### config.mk
export PLATFORM = sky130hd
export DESIGN_NAME = pipe_stage_skid_reg
export DESIGN_NICKNAME = d
export VERILOG_FILES = /design/src/rtl/pipe_stage_skid_reg.sv
export SDC_FILE = /design/constraint.sdc
export NUM_CORES = 1
export LEC_CHECK = 0
export BUFFER_PORTS_ARGS = -buffer_cell sky130_fd_sc_hd__buf_2
export CAP_MARGIN = 30
export CORE_MARGIN = 3
export CORE_UTILIZATION = 35
export DETAILED_ROUTE_END_ITERATION = 6
export HOLD_SLACK_MARGIN = 0.15
export SLEW_MARGIN = 10
export SYNTH_ARGS = -nofsm -noshare
export SYNTH_HDL_FRONTEND = slang
export SYNTH_SLANG_ARGS = --single-unit
### constraint.sdc
create_clock -name clk -period 1.8 [get_ports clk]
set_input_delay 0.36 -clock clk [delete_from_list [all_inputs] [get_ports clk]]
set_output_delay 0.36 -clock clk [all_outputs]
set_load 0.05 [all_outputs]
### src/rtl/pipe_stage_skid_reg.sv
// pipe_stage_skid_reg: valid/ready inter-stage pipeline register with a
// two-entry (MAIN + SKID) buffer, registered in_ready_o and priority flush.
// Every Tnew field counts down once per clock edge while its entry sits in
// the stage, saturating at zero.
//
// Optional feature macro: PIPE_STALL_CNT_EN adds stall_cnt_o, a count of
// edges with out_valid_o & ~out_ready_i & ~flush_i.
//
// Ports:
//   clk, reset_n              clock, asynchronous active-low reset
//   flush_i                   synchronous flush, empties both entries
//   in_valid_i / in_ready_o   upstream handshake (in_ready_o registered)
//   in_instr_i, in_pc_i       instruction word and PC
//   in_ops_i, in_ext_i        operand words and extended immediate
//   in_tnew_i, in_excode_i    cycles-until-result and exception code
//   out_valid_o / out_ready_i downstream handshake
//   out_*                     MAIN entry fields; nop when out_valid_o = 0
//   stall_cnt_o               stall counter (PIPE_STALL_CNT_EN only)
module pipe_stage_skid_reg #(
  parameter int unsigned DATA_W  = 32,
  parameter int unsigned NUM_OPS = 2,
  parameter int unsigned TNEW_W  = 3
) (
  input  logic                      clk,
  input  logic                      reset_n,
  input  logic                      flush_i,
  input  logic                      in_valid_i,
  output logic                      in_ready_o,
  input  logic [31:0]               in_instr_i,
  input  logic [31:0]               in_pc_i,
  input  logic [NUM_OPS*DATA_W-1:0] in_ops_i,
  input  logic [DATA_W-1:0]         in_ext_i,
  input  logic [TNEW_W-1:0]         in_tnew_i,
  input  logic [6:0]                in_excode_i,
  output logic                      out_valid_o,
  input  logic                      out_ready_i,
  output logic [31:0]               out_instr_o,
  output logic [31:0]               out_pc_o,
  output logic [NUM_OPS*DATA_W-1:0] out_ops_o,
  output logic [DATA_W-1:0]         out_ext_o,
  output logic [TNEW_W-1:0]         out_tnew_o,
  output logic [6:0]                out_excode_o
`ifdef PIPE_STALL_CNT_EN
  ,
  output logic [31:0]               stall_cnt_o
`endif
);

  localparam int unsigned OPS_W = NUM_OPS * DATA_W;

  typedef struct packed {
    logic [31:0]       instr;
    logic [31:0]       pc;
    logic [OPS_W-1:0]  ops;
    logic [DATA_W-1:0] ext;
    logic [TNEW_W-1:0] tnew;
    logic [6:0]        excode;
  } entry_t;

  typedef enum logic [1:0] {
    S_EMPTY = 2'd0,  // no entry held
    S_MAIN  = 2'd1,  // MAIN valid, SKID empty
    S_FULL  = 2'd2   // MAIN and SKID valid
  } state_t;

  state_t state, state_next;
  entry_t main_q, skid_q, in_entry;
  logic   accept, xfer;
  logic   load_main_in, load_main_skid, load_skid;

  function automatic logic [TNEW_W-1:0] sat_dec(input logic [TNEW_W-1:0] t);
    return (t == '0) ? '0 : t - TNEW_W'(1);
  endfunction

  assign accept = in_valid_i & in_ready_o & ~flush_i;
  assign xfer   = out_valid_o & out_ready_i;

  // Incoming entry with its Tnew already aged by the capturing edge.
  always_comb begin
    in_entry        = '0;
    in_entry.instr  = in_instr_i;
    in_entry.pc     = in_pc_i;
    in_entry.ops    = in_ops_i;
    in_entry.ext    = in_ext_i;
    in_entry.tnew   = sat_dec(in_tnew_i);
    in_entry.excode = in_excode_i;
  end

  // Occupancy next-state and entry-movement decode; flush overrides all.
  always_comb begin
    state_next     = state;
    load_main_in   = 1'b0;
    load_main_skid = 1'b0;
    load_skid      = 1'b0;
    case (state)
      S_EMPTY: begin
        if (accept) begin
          load_main_in = 1'b1;
          state_next   = S_MAIN;
        end
      end
      S_MAIN: begin
        if (accept && xfer) begin
          load_main_in = 1'b1;
        end else if (accept) begin
          load_skid  = 1'b1;
          state_next = S_FULL;
        end else if (xfer) begin
          state_next = S_EMPTY;
        end
      end
      S_FULL: begin
        // in_ready_o is low here, so only the SKID->MAIN move can happen.
        if (xfer) begin
          load_main_skid = 1'b1;
          state_next     = S_MAIN;
        end
      end
      default: state_next = S_EMPTY;
    endcase
    if (flush_i) begin
      state_next     = S_EMPTY;
      load_main_in   = 1'b0;
      load_main_skid = 1'b0;
      load_skid      = 1'b0;
    end
  end

  // State, handshake outputs and entry storage.
  always_ff @(posedge clk or negedge reset_n) begin
    if (!reset_n) begin
      state       <= S_EMPTY;
      out_valid_o <= 1'b0;
      in_ready_o  <= 1'b1;
      main_q      <= '0;
      skid_q      <= '0;
    end else begin
      state       <= state_next;
      out_valid_o <= (state_next != S_EMPTY);
      in_ready_o  <= (state_next != S_FULL);

      if (load_main_in) begin
        main_q <= in_entry;
      end else if (load_main_skid) begin
        main_q      <= skid_q;
        main_q.tnew <= sat_dec(skid_q.tnew);
      end else if (state_next == S_EMPTY) begin
        // Bubble reads as a nop; ops/ext keep their stale contents.
        main_q.instr  <= '0;
        main_q.pc     <= '0;
        main_q.tnew   <= '0;
        main_q.excode <= '0;
      end else begin
        main_q.tnew <= sat_dec(main_q.tnew);
      end

      if (load_skid) begin
        skid_q <= in_entry;
      end else begin
        skid_q.tnew <= sat_dec(skid_q.tnew);
      end
    end
  end

  assign out_instr_o  = main_q.instr;
  assign out_pc_o     = main_q.pc;
  assign out_ops_o    = main_q.ops;
  assign out_ext_o    = main_q.ext;
  assign out_tnew_o   = main_q.tnew;
  assign out_excode_o = main_q.excode;

`ifdef PIPE_STALL_CNT_EN
  // Edges on which a valid output is held back by downstream.
  always_ff @(posedge clk or negedge reset_n) begin
    if (!reset_n) begin
      stall_cnt_o <= '0;
    end else if (out_valid_o && !out_ready_i && !flush_i) begin
      stall_cnt_o <= stall_cnt_o + 32'd1;
    end
  end
`endif

endmodule

# Word-level counts from Yosys, hierarchy flattened
# Cells that the tools add are included.
# classes
n_addsub	3
eq_ne	3
muxes	28
bitwise	4
reduce_logical	9
# ops
operator	count
170-bit 2-to-1 mux	1
64-bit 2-to-1 mux	2
96-bit 2-to-1 mux	1
3-bit 2-to-1 mux	5
2-bit 2-to-1 mux	6
10-bit 2-to-1 mux	1
3-bit zero test	3
1-bit 2-to-1 mux	9
3-bit by 1-bit subtractor with 3-bit output (second input constant)	3
7-bit 2-to-1 mux	1
2-bit case mux with 3 select lines	1
2-bit zero test	2
2-bit nonzero test	2
1-bit AND	3
3-bit nonzero test	1
2-bit by 1-bit == test with 1-bit output (second input constant)	1
2-bit == test (second input constant)	1
2-bit inequality test (second input constant)	1
1-bit case mux with 2 select lines	1
1-bit logical AND	1
1-bit inverter	1
# totals
ff_bits	344
out_inout_bits	172

# Depth between registers and ports, before layout
# Gate-level depths: netlist of the first run.
# depth
ltp_word	10
depth_mapped	7
depth_no_buf	6

# Least setup slack after synthesis of the first run
# No wires, ideal clock.
# synth_timing
path_kind	reg-to-reg
from	register in_ready_o
to	register main_q (netlist bit out_excode_o[0])
setup_ps	65
t_arrival_ps	1968
required_time_ps	1735
path_slack_ps	-233
path_stages_with_launch	6
n_path_buf	1
synth_period_minus_slack_ps	2033
cell_sequence	dfstp_2 -> nand2_1 -> o221a_4 -> nor4_4 -> buf_6 -> a21o_1
# synth_between
elab_chain_cells	8
word_cells_on_any_way	15
classes_between	10 x mux; 2 x bitwise; 3 x reduce/logical
# synth_rtl
element	line	rtl
from (decl)	28	output logic in_ready_o,
from (signal assigned)	140	in_ready_o <= (state_next != S_FULL);
1-bit AND * (2 in series)	75	assign accept = in_valid_i & in_ready_o & ~flush_i;
2-bit 2-to-1 mux / 1-bit logical AND (equally long branches)	105, 103	
2-bit 2-to-1 mux	103	if (accept && xfer) begin
2-bit case mux with 3 select lines	95	case (state)
2-bit 2-to-1 mux	121	if (flush_i) begin
2-bit zero test	147	end else if (state_next == S_EMPTY) begin
3-bit nonzero test (no line)	--	
to (signal assigned)	143	main_q <= in_entry;
to (signal assigned)	145	main_q <= skid_q;
to (decl)	67	entry_t main_q, skid_q, in_entry;
# Every way passes the cells marked *; elsewhere a longest branch is shown, timed or not.
# A chain may end at the register's enable or synchronous reset.

# Worst setup path after layout of the first run
# layout_timing
from	register in_ready_o
to	register skid_q[75] (netlist bit)
# layout_between
elab_chain_cells	6
word_cells_on_any_way	7
classes_between	4 x mux; 2 x bitwise; 1 x reduce/logical
# layout_rtl
element	line	rtl
1-bit AND * (2 in series)	75	
1-bit 2-to-1 mux / 1-bit logical AND (equally long branches)	105, 103	
1-bit 2-to-1 mux *	103	
1-bit 2-to-1 mux *	95	
1-bit 2-to-1 mux *	121	
to (signal assigned)	158	skid_q <= in_entry;
to (decl)	67	
# Marked as above.

==> key figures, run 1 <==
STA
  • Clock Skew: between 0.015 and 0.02 ns
  • Slew Viols, Final: 0
  • Fin crit period: about 1.8 ns
  • Tightest Pin Transition: 0.433 ns
  • RSZ-0062 raised after global routing: yes
  • Post-route setup slack: -0.0218 ns
  • Slew HR: 0.711
  • Max Fclk: about 550 MHz
  • Fin. Hold Viols: 0
  • Final period utilization: 1.01
  • TNS Setup: -0.525 ns
  • Final setup viols: 59

Synth
  • Post-synthesis net count: roughly 1300
  • Mean post-synth cell area: about 13 sq um
  • Post-synthesis instance area: around 0.014 sq mm
  • Number of synthesized flops with an enable pin: 0
  • Library cells used by synthesis: 40
  • Sequential area share after synthesis: 0.616
  • Ys Warns: 0
  • #FFs+latches synth: ~340
  • Yosys top cell by area: dfrtp_1
  • Ys async rst share: 1.00
  • Synthesized instance count: 1080
  • Leading post-synthesis cells by cell area: dfrtp_1 61%, mux2_2 11%, nand2_1 5.2%
  • Top FF cell, synth: dfrtp_1
  • Yosys top cell area share: 0.614

Floorplanning
  • Die ar.: between 0.04 and 0.05 sq mm
  • IO Pins: 347
  • Die Y: a little over 200 microns
  • Core area: 0.0391 sq mm
  • Chip Width: 206 microns
  • Initial Util: 0.358
  • Site Rows: between 70 and 80

Power and ir drop
  • Max VDD drop: 0.830 mV
  • P_leak: between 10 and 15 nW
  • Clk pwr share: 0.311
  • P_sw: about 8.9 mW
  • Power Internal: approximately 18 mW
  • Pwr Density: between 1000 and 1500 mW/mm^2
  • Part of the power in registers: 0.419
  • Logic pwr share: 0.270
  • Switching share of power: 0.328
  • Total power: ~27 mW

Place
  • Detail Placement HPWL: 25200 microns
  • Placed insts: 1921
  • Place WS: -0.0222 ns
  • Routability cong.: around 0.76
  • I/O Buffers: approximately 350

CTS
  • Max H-tree Level: 2
  • Clk_lat worst skew: ~0.54 ns
  • Clock root buffer master: clkbuf_16
  • CTS sink count: ~340
  • Worst-path clk slew: roughly 0.060 ns
  • TritonCTS Buffers: slightly above 40
  • TritonCTS clock tree: built
  • CTS Buffer Depth: 3

Final layout
  • Fin cells: 2183
  • Ratio of cells with drive above 1 in the final layout: 0.401
  • Layout area overhead: 45.4%
  • Final net count: roughly 1800
  • N_diodes: 0

GRT
  • Initial antenna violation count: 4
  • First-pass GRT wire length: 61100 microns
  • Vias in the first global route: 11030
  • Largest net degree at the start of global routing: between 70 and 80
  • All-Layer GR Usage: 0.180
  • GRT overflow: 0

Drt
  • Post-DRT Antenna Nets: 0
  • Routed len/inst: 18.3 microns
  • Initial DRC count: roughly 630
  • DR vias: between 10000 and 15000
  • Residual DRC: 0
  • Post-DR vias/cell: between 4 and 5
  • DRT Pass-1 Iters: 5
  • DRT Wirelength: roughly 40000 microns

Setup path
  • Buffers and inverters on the worst path: 3
  • CP cell instances: and3b_2, nand3b_1, buf_6, clkbuf_16, buf_12, mux2_4
  • Worst Setup End Kind: flip-flop
  • Critical-path top delay cell: dfstp_2
  • Crit Path Max Fanout: 12
  • CP top delay family: flip-flops
  • WP data required: between 2 and 2.5 ns
  • Nature of the critical path startpoint: flip-flop
  • Worst EP arrival: approximately 2.2 ns
  • WS Path Type: reg2reg
  • Crit-path max cell delay: between 0.5 and 0.6 ns

Worst hold path
  • Hold Crit Class: in2reg

Job
  • Max Cap Viol: 0

Run status
  • Failing checks: setup timing
  • Status: finished with violations
==> state kept, by name (all words and copies together), names as in the netlist <==
signal and flops:
out_valid_o 1, skid_q 170, out_instr_o 32, out_pc_o 32, in_ready_o 1, out_ext_o 32, state 2, out_ops_o 64
out_tnew_o 3, out_excode_o 7
==> kinds of logic (layout without fill, tap and decap cells) <==
family                     Yosys count  count (layout)  synth area share
DFF                                344             344             0.616
adders and majority gates            6               6           0.00537
and+or+nand+nor                    221             221            0.0660
buffers and inverters               81             666            0.0312
AOI/OAI and AO/OA                  257             257             0.144
muxes                              171             171             0.138
==> cell usage in the layout (no fill, tap or decap), drive strengths merged, types with 9 or more instances in the layout <==
master	count
nand2	195
buf	407
mux2	169
a22o	71
a21o	71
clkbuf	67
dlygate4sd3	170
dfrtp	343
a22oi	97
inv	9
==> layout make-up <==
| type | count | area, sq um |
|---|---|---|
| clock buffer | 60 | 1200 |
| clock inverter | 13 | 178 |
| fill | 3390 | 18800 |
| inverter | 7 | 26.3 |
| multi-input combinational | 655 | 5080 |
| sequential | 344 | 8610 |
| tap | 518 | 648 |
| timing repair buffer | 586 | 4580 |
==> final timing paths <==
path                                    start       endpoint  slack (ns)  cells past startpoint
worst max-delay path               in_ready_o     skid_q[75]       -0.02                      6
worst min register to register  out_ops_o[53]  out_ops_o[53]        0.46                      2
max in group asynchronous             reset_n   out_pc_o[22]        0.83                      4
worst min-delay path             in_tnew_i[2]      skid_q[8]        0.22                      3
min in group asynchronous             reset_n     skid_q[58]        0.23                      2
worst max register to register     in_ready_o     skid_q[75]       -0.02                      6
==> metal layers <==
layer / share of wire / GRT usage
met3: 0.066 / 0.0520
met4: 0.030 / 0.0589
met2: 0.48 / 0.288
met1: 0.43 / 0.238
met5: 0.0013 / 0
==> synthesized netlist by cell type, types with 2 or more instances <==
cell type  number
dfrtp_1       343
nand2_1       195
mux2_2        141
a22oi_1        97
a21o_1         71
a22o_1         71
buf_2          28
mux2_1         28
clkbuf_1       25
buf_4          12
a21oi_1         8
buf_6           7
inv_1           7
nor2_1          7
ha_1            6
or2_2           4
and2_1          3
o21ai_0         3
buf_1           2
mux2i_1         2
==> power groups by stage <==
stage	Clock, mW	Combinational (mW)	Sequential (mW)
after global placement	0	6.81	11.3
after detailed placement	0	6.97	11.4
final	8.41	7.29	11.3
after global routing	9.00	7.81	11.6
after CTS	8.66	7.27	11.3
after floorplan	0	2.68	13.6
==> per-stage QoR <==
stage	utilization	cell area (sq um)	hold WS [ns]
4_1_cts	0.512	20000	0.163
3_5_place_dp	0.430	16800	0.206
2_1_floorplan	-	14200	0.0644
6_report	0.520	20300	0.223
5_1_grt	0.520	20300	0.198
3_3_place_gp	0.430	16800	0.204
==> worst register-to-register path, cell delays in order (launching register included) <==
cell,delay [ns]
dfstp_2,0.57
and3b_2,0.21
nand3b_1,0.12
buf_6,0.17
clkbuf_16,0.18
buf_12,0.16
mux2_4,0.29
==> repair_timing <==
action / in CTS / in global routing
endpoints found under the setup margin: 108 / 255
buffers inserted: 3 / 7
pin swaps: 1 / 8
endpoints found under the hold margin: 633 / 0
resized for setup: 6 / 12
hold buffers: 170 / 0
gates cloned: 2 / 8
Note: power is estimated with default switching activity, not from simulation.
==> run 2, diff against run 1 <==
Settings changed: ABC_AREA set to 1.
==> run 2 against run 1 <==
Synthesized area increased by 0.72%. The run now ends clean. Non-clock buffer count down 10. Wire length is 6.4% higher. Count of clock-buffer cells in the layout is 3 lower. Largest cell class unchanged.
==> key figures, run 2 <==
Run status
  • Status: finished, final reports clean (was finished with violations)

Drt
  • Post-DRT Antenna Nets: 0 (unchanged)
  • DRT Wirelength: 42500 microns (was 39900 microns)
  • Routed len/inst: 16.4 microns (was 18.3 microns)
  • Residual DRC: 0 (unchanged)
  • Post-DR vias/cell: 4.81 (was 4.96)
  • DR vias: 12437 (was 10820)
  • DRT Pass-1 Iters: 5 (unchanged)
  • Initial DRC count: 803 (was 632)

Synth
  • Yosys top cell area share: 0.610 (was 0.614)
  • Commonest cells in the netlist: 599 x nand2_1, 343 x dfrtp_1, 111 x inv_1, 96 x o211ai_1, 83 x o21ai_0 (was 343 x dfrtp_1, 195 x nand2_1, 141 x mux2_2, 97 x a22oi_1)
  • Mean post-synth cell area: 9.21 sq um (was 12.9 sq um)
  • Ys Warns: 0 (unchanged)
  • Library cells used by synthesis: 23 (was 40)
  • Most instantiated library cell after synthesis: nand2_1 (was dfrtp_1)
  • #FFs+latches synth: 344 (unchanged)
  • Ys async rst share: 1.00 (unchanged)
  • Number of synthesized flops with an enable pin: 0 (unchanged)
  • Yosys top cell by area: dfrtp_1 (unchanged)
  • Post-synthesis instance area: 0.0141 sq mm (was 0.0140 sq mm)
  • Sequential area share after synthesis: 0.611 (was 0.616)
  • Post-synthesis net count: 1710 (was 1261)
  • Leading post-synthesis cells by cell area: dfrtp_1 61%, nand2_1 16%, o211ai_1 5.1% (was dfrtp_1 61%, mux2_2 11%, nand2_1 5.2%)
  • Synthesized instance count: 1529 (was 1080)
  • Top FF cell, synth: dfrtp_1 (unchanged)

STA
  • Final setup viols: 0 (was 59)
  • Slew HR: 0.634 (was 0.711)
  • Post-route setup slack: 0.0831 ns (was -0.0218 ns)
  • Max Fclk: 582 MHz (was 549 MHz)
  • Tightest Pin Transition: 0.549 ns (was 0.433 ns)
  • Final period utilization: 0.954 (was 1.01)
  • Hold WS: 0.247 ns (was 0.223 ns)
  • Slew Viols, Final: 0 (unchanged)
  • Clock Skew: 0.0113 ns (was 0.0158 ns)
  • Fin. Hold Viols: 0 (unchanged)
  • Fin crit period: 1.72 ns (was 1.82 ns)

Final layout
  • Filler Cells Inserted: 3558 (was 3390)
  • Final net count: 2229 (was 1816)
  • Multi-input logic area: 0.00460 sq mm (was 0.00508 sq mm)
  • FF/Latch Area: 0.00861 sq mm (about the same)
  • Ratio of cells with drive above 1 in the final layout: 0.231 (was 0.401)
  • Most common cell after layout, fill and taps aside: nand2_1 (was buf_2)
  • Layout area overhead: 40.5% (was 45.4%)
  • Util after Layout: 0.505 (was 0.520)
  • N_diodes: 0 (unchanged)
  • Reg with most FFs: skid_q (unchanged)
  • Max reg flops: 170 (unchanged)
  • Leading cell types in the layout, fill and taps excluded: 598 x nand2_1, 345 x buf_2, 342 x dfrtp_1, 169 x dlygate4sd3_1, 111 x inv_1 (was 344 x buf_2, 340 x dfrtp_1, 194 x nand2_1, 170 x dlygate4sd3_1, 141 x mux2_2)

CTS
  • TritonCTS Buffers: 39 (was 41)
  • Postcts setup bufs: 0 (was 3)
  • TritonCTS clock tree: built (unchanged)
  • Max H-tree Level: 2 (unchanged)
  • Clk_lat worst skew: 0.54 ns (about the same)
  • Worst-path clk slew: 0.06 ns (about the same)
  • CTS sink count: 344 (unchanged)
  • Clock root buffer master: clkbuf_16 (unchanged)
  • CTS Buffer Depth: 3 (unchanged)

Power and ir drop
  • Total power: 24.4 mW (was 27.0 mW)
  • P_leak: 10.4 nW (was 10.7 nW)
  • Max VDD drop: 0.882 mV (was 0.830 mV)
  • Pwr Density: 1230 mW/mm^2 (was 1330 mW/mm^2)

Floorplanning
  • Core area: 0.0392 sq mm (was 0.0391 sq mm)
  • Die ar.: 0.0427 sq mm (was 0.0424 sq mm)
  • Chip Width: 207 microns (was 206 microns)
  • Die Y: 207 microns (was 206 microns)
  • IO Pins: 347 (unchanged)
  • Initial Util: 0.359 (was 0.358)
  • Site Rows: 72 (unchanged)

Setup path
  • Worst EP arrival: 1.36 ns (was 2.24 ns)
  • Crit Path Max Fanout: 3 (was 12)
  • Buffers and inverters on the worst path: 1 (was 3)
  • Nature of the critical path startpoint: flip-flop (unchanged)
  • CP cell instances: buf_2 (was and3b_2, nand3b_1, buf_6, clkbuf_16, buf_12, mux2_4)
  • Crit-path max cell delay: 0.55 ns (was 0.57 ns)
  • CP top delay family: flip-flops (unchanged)
  • WP data required: 1.44 ns (was 2.22 ns)
  • WS Path Type: reg2out (was reg2reg)
  • Worst Setup End Kind: primary output (was flip-flop)
  • Critical-path top delay cell: dfstp_2 (unchanged)

Place
  • I/O Buffers: 346 (unchanged)
  • Place WS: 0.0596 ns (was -0.0222 ns)
  • Detail Placement HPWL: 26800 microns (was 25200 microns)
  • Routability cong.: 0.769 (was 0.763)

Worst hold path
  • Hold Crit Class: in2async (was in2reg)

GRT
  • Largest net degree at the start of global routing: 102 (was 74)
  • Initial antenna violation count: 1 (was 4)
  • All-Layer GR Usage: 0.196 (was 0.180)
  • Vias in the first global route: 12924 (was 11030)
  • First-pass GRT wire length: 67300 microns (was 61100 microns)
  • GRT overflow: 0 (unchanged)

Job
  • Max Cap Viol: 0 (unchanged)
[run 2: area by class of cell]
class | instances | area share
sequential | 344 | 0.435
inverter | 117 | 0.0226
multi-input combinational | 970 | 0.233
timing repair buffer | 576 | 0.217
clock inverter | 4 | 0.00247
tap | 518 | 0.0328
clock buffer | 57 | 0.0573
[run 2: path summary, 6_finish.rpt]
path,from,end,slack [ns],cells after the start
worst min-delay path,reset_n,skid_q[85],0.25,2
worst max register to register,in_ready_o,out_instr_o[26],0.10,9
min in group clk,in_tnew_i[1],skid_q[8],0.26,5
worst min register to register,skid_q[158],skid_q[158],0.47,2
max in group asynchronous,reset_n,skid_q[131],0.84,4
worst max-delay path,in_ready_o,in_ready_o,0.08,1
[run 2: timing repair]
item	in CTS	in global routing
endpoints found under the setup margin	0	62
hold endpoints to repair	559	0
hold buffers	169	0
resized for setup	0	5
[run 2: routing by layer]
metal,part of all wire,up-vias,track usage
met3,0.075,84,0.0455
met5,0.00031,-,0
met2,0.45,439,0.312
met1,0.44,5918,0.263
li1,-,5994,-
met4,0.032,2,0.0688
[run 2: cell families after synthesis]
group,count (synthesis),share of synthesized area
AND/OR/NAND/NOR,693,0.194
buffers and inverters,216,0.0639
adder cells (fa/ha/maj),6,0.00533
flip-flops,344,0.611
AO/OA/AOI/OAI,270,0.126
[run 2: metrics by stage]
stage                     TNS, ns  area (sq um)  cells
after floorplan                 0         14100   1529
after global placement          0         16800   2353
after detailed placement        0         16800   2353
after CTS                       0         19700   2583
after global routing       -0.120         19800   2586
final                           0         19800   2586
[run 2: power breakdown]
group / total [mW] / internal, mW / switching, mW / leakage (nW)
logic: 6.08 / 1.90 / 4.18 / 5.38
clock network: 7.49 / 4.46 / 3.03 / 0.582
registers: 10.8 / 9.70 / 1.09 / 4.40
